File: src/rtl/axis_split_rr_scheduler.sv
`default_nettype none
// ============================================================================
//  Module   : axis_split_rr_scheduler
//  Purpose  : Round-robin scheduler that shares one AXI-Stream master port
//             between NUM requester streams. Each grant carries at most
//             max_len beats (0 = unlimited). When the limit is reached, the
//             block forces tlast and rotates the grant, so long packets are
//             interleaved as fragments. m_tuser marks the beat that carried
//             the requester's real tlast, which lets downstream logic
//             reassemble the fragments.
//  Ports    : clock, rst      - single clock, synchronous active-high reset
//             max_len         - fragment length limit, sampled at grant time
//             s_t*            - NUM packed requester streams (slave side)
//             m_t*            - shared output stream; m_tid = granted index
//             busy            - high while a grant is held
//  Revision : 1.0 - initial release
// ============================================================================
module axis_split_rr_scheduler #(
    parameter int NUM   = 4,
    parameter int DSIZE = 32,
    parameter int IW    = $clog2(NUM)
) (
    input  logic                   clock,
    input  logic                   rst,
    input  logic [31:0]            max_len,
    input  logic [NUM-1:0]         s_tvalid,
    input  logic [NUM*DSIZE-1:0]   s_tdata,
    input  logic [NUM*DSIZE/8-1:0] s_tkeep,
    input  logic [NUM-1:0]         s_tlast,
    output logic [NUM-1:0]         s_tready,
    output logic                   m_tvalid,
    input  logic                   m_tready,
    output logic [DSIZE-1:0]       m_tdata,
    output logic [DSIZE/8-1:0]     m_tkeep,
    output logic                   m_tlast,
    output logic                   m_tuser,
    output logic [IW-1:0]          m_tid,
    output logic                   busy
);

    localparam int c_KW = DSIZE / 8;

    typedef enum logic [0:0] {
        ST_IDLE = 1'b0,
        ST_LOCK = 1'b1
    } state_t;

    state_t           r_state;
    logic [IW-1:0]    r_ptr;
    logic [IW-1:0]    r_gnt;
    logic [31:0]      r_cnt;
    logic [31:0]      r_len_q;
    logic             r_busy;

    logic [DSIZE-1:0] w_data_arr [NUM];
    logic [c_KW-1:0]  w_keep_arr [NUM];
    logic [IW-1:0]    w_pick;
    logic [IW:0]      w_sum;
    logic [IW-1:0]    w_gnt_next;
    logic             w_lock;
    logic             w_len_hit;
    logic             w_frag_end;
    logic             w_hs;

    // Unpack the flat requester buses so the output mux is a plain array index.
    for (genvar gi = 0; gi < NUM; gi++) begin : g_unpack
        assign w_data_arr[gi] = s_tdata[gi*DSIZE +: DSIZE];
        assign w_keep_arr[gi] = s_tkeep[gi*c_KW +: c_KW];
    end

    // Round-robin pick: scan offsets from the far end toward ptr so that the
    // valid requester closest to ptr (in wrap-around order) is the last write.
    always_comb begin
        w_pick = '0;
        w_sum  = '0;
        for (int k = NUM - 1; k >= 0; k--) begin
            w_sum = {1'b0, r_ptr} + (IW+1)'(k);
            if (w_sum >= (IW+1)'(NUM)) begin
                w_sum = w_sum - (IW+1)'(NUM);
            end
            if (s_tvalid[w_sum[IW-1:0]]) begin
                w_pick = w_sum[IW-1:0];
            end
        end
    end

    assign w_gnt_next = (r_gnt == IW'(NUM - 1)) ? '0 : r_gnt + IW'(1);

    assign w_lock     = (r_state == ST_LOCK);
    // len_q == 0 means "no length limit"; guard keeps len_q-1 from underflowing
    // into a false match.
    assign w_len_hit  = (r_len_q != 32'd0) && (r_cnt == r_len_q - 32'd1);
    assign w_frag_end = s_tlast[r_gnt] | w_len_hit;

    assign m_tvalid   = w_lock & s_tvalid[r_gnt];
    assign m_tdata    = w_data_arr[r_gnt];
    assign m_tkeep    = w_keep_arr[r_gnt];
    assign m_tlast    = w_lock & w_frag_end;
    assign m_tuser    = w_lock & s_tlast[r_gnt];
    assign m_tid      = r_gnt;
    assign busy       = r_busy;
    assign w_hs       = m_tvalid & m_tready;

    // Only the granted requester sees the downstream ready.
    always_comb begin
        s_tready = '0;
        if (w_lock) begin
            s_tready[r_gnt] = m_tready;
        end
    end

    always_ff @(posedge clock) begin
        if (rst) begin
            r_state <= ST_IDLE;
            r_ptr   <= '0;
            r_gnt   <= '0;
            r_cnt   <= '0;
            r_len_q <= '0;
            r_busy  <= 1'b0;
        end else begin
            case (r_state)
                ST_IDLE: begin
                    if (|s_tvalid) begin
                        r_gnt   <= w_pick;
                        r_len_q <= max_len;
                        r_cnt   <= '0;
                        r_state <= ST_LOCK;
                        r_busy  <= 1'b1;
                    end
                end
                ST_LOCK: begin
                    if (w_hs) begin
                        if (w_frag_end) begin
                            r_state <= ST_IDLE;
                            r_busy  <= 1'b0;
                            r_ptr   <= w_gnt_next;
                            r_cnt   <= '0;
                        end else begin
                            r_cnt   <= r_cnt + 32'd1;
                        end
                    end
                end
                default: begin
                    r_state <= ST_IDLE;
                    r_busy  <= 1'b0;
                end
            endcase
        end
    end

endmodule
`default_nettype wire

File: config.mk
export PLATFORM = sky130hd
export DESIGN_NAME = axis_split_rr_scheduler
export DESIGN_NICKNAME = d
export VERILOG_FILES = /design/src/rtl/axis_split_rr_scheduler.sv
export SDC_FILE = /design/constraint.sdc
export NUM_CORES = 1
export LEC_CHECK = 0
export ABC_AREA = 1
export BUFFER_PORTS_ARGS = -buffer_cell sky130_fd_sc_hd__buf_4
export CAP_MARGIN = 30
export CORE_ASPECT_RATIO = 0.5
export CORE_MARGIN = 2
export CORE_UTILIZATION = 51
export CTS_CLUSTER_SIZE = 10
export DETAILED_ROUTE_END_ITERATION = 8
export MAX_ROUTING_LAYER = met4
export PLACE_DENSITY = 0.85
export SKIP_CTS_REPAIR_TIMING = 1
export SLEW_MARGIN = 10
export SYNTH_ARGS = -nofsm -noshare
export SYNTH_HDL_FRONTEND = slang
export SYNTH_SLANG_ARGS = --single-unit
File: constraint.sdc
create_clock -name clock -period 2.88 [get_ports clock]
set_clock_uncertainty 0.1 [all_clocks]
set_input_delay 0.144 -clock clock [delete_from_list [all_inputs] [get_ports clock]]
set_output_delay 0.144 -clock clock [all_outputs]
set_load 0.02 [all_outputs]
==> impl_metrics.json <==
{
  "status": "finished with violations",
  "violations": "negative hold slack",
  "n_antenna_cell": 0,
  "end_kind": "output pin",
  "finalSetupViolCount": 0,
  "ys_types": 41,
  "async_flop_share_pct": 0,
  "netlist_top_cells_area": "dfxtp_1 (22%), nand2_1 (12%), nor2_1 (12%)",
  "antenna_left": 0,
  "antenna_found_initial": 0,
  "root_buffer": "clkbuf_16",
  "ir_worst_vdd_uv": 258,
  "area_growth_pct": 37.0,
  "cts_max_level": 3,
  "yosysSeqAreaShare_pct": 22.3,
  "ys_ff_latch": 70,
  "syn_inst": 1054,
  "leakage_nw": 4.03,
  "clk_path_buf_depth": 2,
  "synth_top_area_cell": "dfxtp_1",
  "start_kind": "flop",
  "vias_per_cell": 5.67,
  "syn_nets": 1247,
  "worst_pin_slew_ns": 0.590,
  "firstDrtPassIters": 5,
  "core_area_sq_um": 11900,
  "synth_top_area_share_pct": 22.3,
  "path_cells": "inv_2 -> ha_4 -> nand3_4 -> nor2_4 -> buf_4 -> nand3b_1 -> nand2_1 -> nand2_1 -> nor2_1 -> nand2_1 -> nor2_1 -> nand2_1 -> nor2_4 -> nand2_8 -> a21oi_4 -> buf_6",
  "hold_path_class": "in2reg",
  "power_density_nw_per_um2": 418,
  "clkTransAtPathRegs_ns": 0.06,
  "rows": 28,
  "yosysWarnings": 0,
  "crit_fanout": 9,
  "slowest_delay_ns": 0.32,
  "nNetsFinal": 1460,
  "syn_area_per_cell_sq_um": 5.96,
  "timing.fmax_mhz": 357,
  "syn_area_sq_um": 6280,
  "die_w_um": 161,
  "drtIter0Drc": 918,
  "crit_type": "reg2out",
  "hold_viol_final": 17,
  "cts_buffers": 9,
  "grt_pass1_vias": 7389,
  "final_cells": 1437,
  "report.final.slew_viol_count": 0,
  "yosysMostFrequentCell": "nand2_1",
  "cts_tree": "done",
  "worstPathRequired_ns": 2.64,
  "grt_overflow_total": 0,
  "dr_total_vias": 8144,
  "slew_headroom_pct": 60.6,
  "start_util_pct": 52.7,
  "drc": 0,
  "grt_max_degree": 81,
  "pre_cts_ws_ns": 0.156,
  "ys.flop_type": "dfxtp_1",
  "p_total_w": 0.00360,
  "routabilityCongestion": 1.00,
  "grt_pass1_wl_um": 38400,
  "die_area_sq_um": 13300,
  "wl_per_cell_um": 17.6,
  "min_period_ns": 2.80,
  "clkLatencyLatePin_ns": 0.34,
  "clkSinkCount": 70,
  "io_buffers": 232,
  "ios": 233,
  "dpl.hpwl_um": 19500,
  "fin_crit_sh_pct": 97.3,
  "whs_ns": -0.0375,
  "cpMostUsedCell": "nand2_1",
  "cp.arrival_ns": 2.56,
  "die_y_um": 82.5,
  "maxCapViolCount": 0,
  "fin_ws_ns": 0.0781,
  "synth_edf_count": 0,
  "synthTopCellsByCount": "nand2_1 (201), nor2_1 (196), o21ai_0 (119)",
  "grtUsageTotal_pct": 38.3,
  "layout-drive-gt1-share_pct": 27.1,
  "cpMaxStageDelayCell": "dfxtp_1",
  "wl_um": 25300,
  "post-place-cells": 1406
}
worst max-delay path, delay by kind of cell (launching register included):
kind	cells	cell delay, ns
adders and majority gates	1	0.16
AOI/OAI and AO/OA	1	0.18
DFF	1	0.32
and+or+nand+nor	11	1.19
buffers and inverters	3	0.37
area by class of cell:
| type | count | area [sq um] |
|---|---|---|
| Timing Repair Buffer | 262 | 2000 |
| Multi-Input combinational cell | 824 | 4320 |
| Clock buffer | 11 | 243 |
| Fill cell | 1024 | 3310 |
| Sequential cell | 70 | 1400 |
| Tap cell | 165 | 206 |
| Inverter | 100 | 375 |
| Clock inverter | 5 | 57.6 |
cells by family (layout without fill, tap and decap cells):
| family | Yosys count | count (layout) | synth area share [%] |
|---|---|---|---|
| buffers and inverters | 161 | 378 | 10.6 |
| flip-flops | 70 | 70 | 22.3 |
| AND/OR/NAND/NOR | 535 | 536 | 38.6 |
| adder cells (fa/ha/maj) | 6 | 6 | 1.20 |
| XOR/XNOR | 53 | 53 | 7.39 |
| AO/OA/AOI/OAI | 229 | 229 | 19.8 |
through the flow:
stage,TNS (ns),instance area [sq um],util [%],hold slack [ns]
2_1_floorplan,0,6280,-,0.211
4_1_cts,-0.165,8370,70.3,-0.0431
5_1_grt,-0.0446,8600,72.2,0.000678
6_report,0,8600,72.2,-0.0375
3_5_place_dp,0,8070,67.7,0.306
3_3_place_gp,0,8070,67.7,0.299
state kept, by name, summed over array words and instances, names as in the netlist:
register	count
r_cnt	32
r_len_q	32
m_tid	2
r_ptr	2
busy	1
r_state	1
placed cells by master, fill, tap and decap left out, types with 2 or more instances in the layout:
master,netlist,layout
o21ai_2,1,2
inv_1,95,94
nor3_2,2,2
or2_2,2,2
xor2_1,38,38
clkbuf_16,0,9
xnor2_1,15,15
nor2_2,10,16
buf_4,4,254
nand4_2,5,5
nand3_1,31,31
nand3b_1,9,9
ha_1,6,5
nor2_4,5,9
nand4_1,35,35
nand2_1,201,198
o22ai_1,36,36
a21oi_1,58,58
nand3_2,8,7
o21ai_0,119,119
dfxtp_1,70,68
dfxtp_2,0,2
o21bai_1,2,2
nor3_1,15,15
nor2_1,196,186
a21oi_2,8,7
nor4_1,4,4
inv_2,5,6
clkinv_2,0,2
nand2_4,2,3
dlygate4sd3_1,0,6
nand2_2,6,8
path summary, 6_finish.rpt:
path,from,to,slack [ns],depth (start not counted)
worst max-delay path,r_len_q[0],m_tlast,0.08,16
worst min-delay path,max_len[7],r_len_q[7],-0.04,3
worst max register to register,r_len_q[0],r_cnt[15],0.24,18
worst min register to register,busy,busy,0.39,2
routing by layer:
layer	GRT usage, %	vias up	part of all wire [%]
met1	47.8	3702	41
met4	14.6	0	3.8
met3	8.84	81	12
met2	61.5	471	44
met5	-	-	0
li1	-	3890	-
power breakdown:
part           total (W)  internal, W  switching (W)
registers        0.00109      0.00102      0.0000669
clock network    0.00115     0.000696       0.000453
logic            0.00136     0.000553       0.000811
Note: power is estimated with default switching activity, not from simulation.
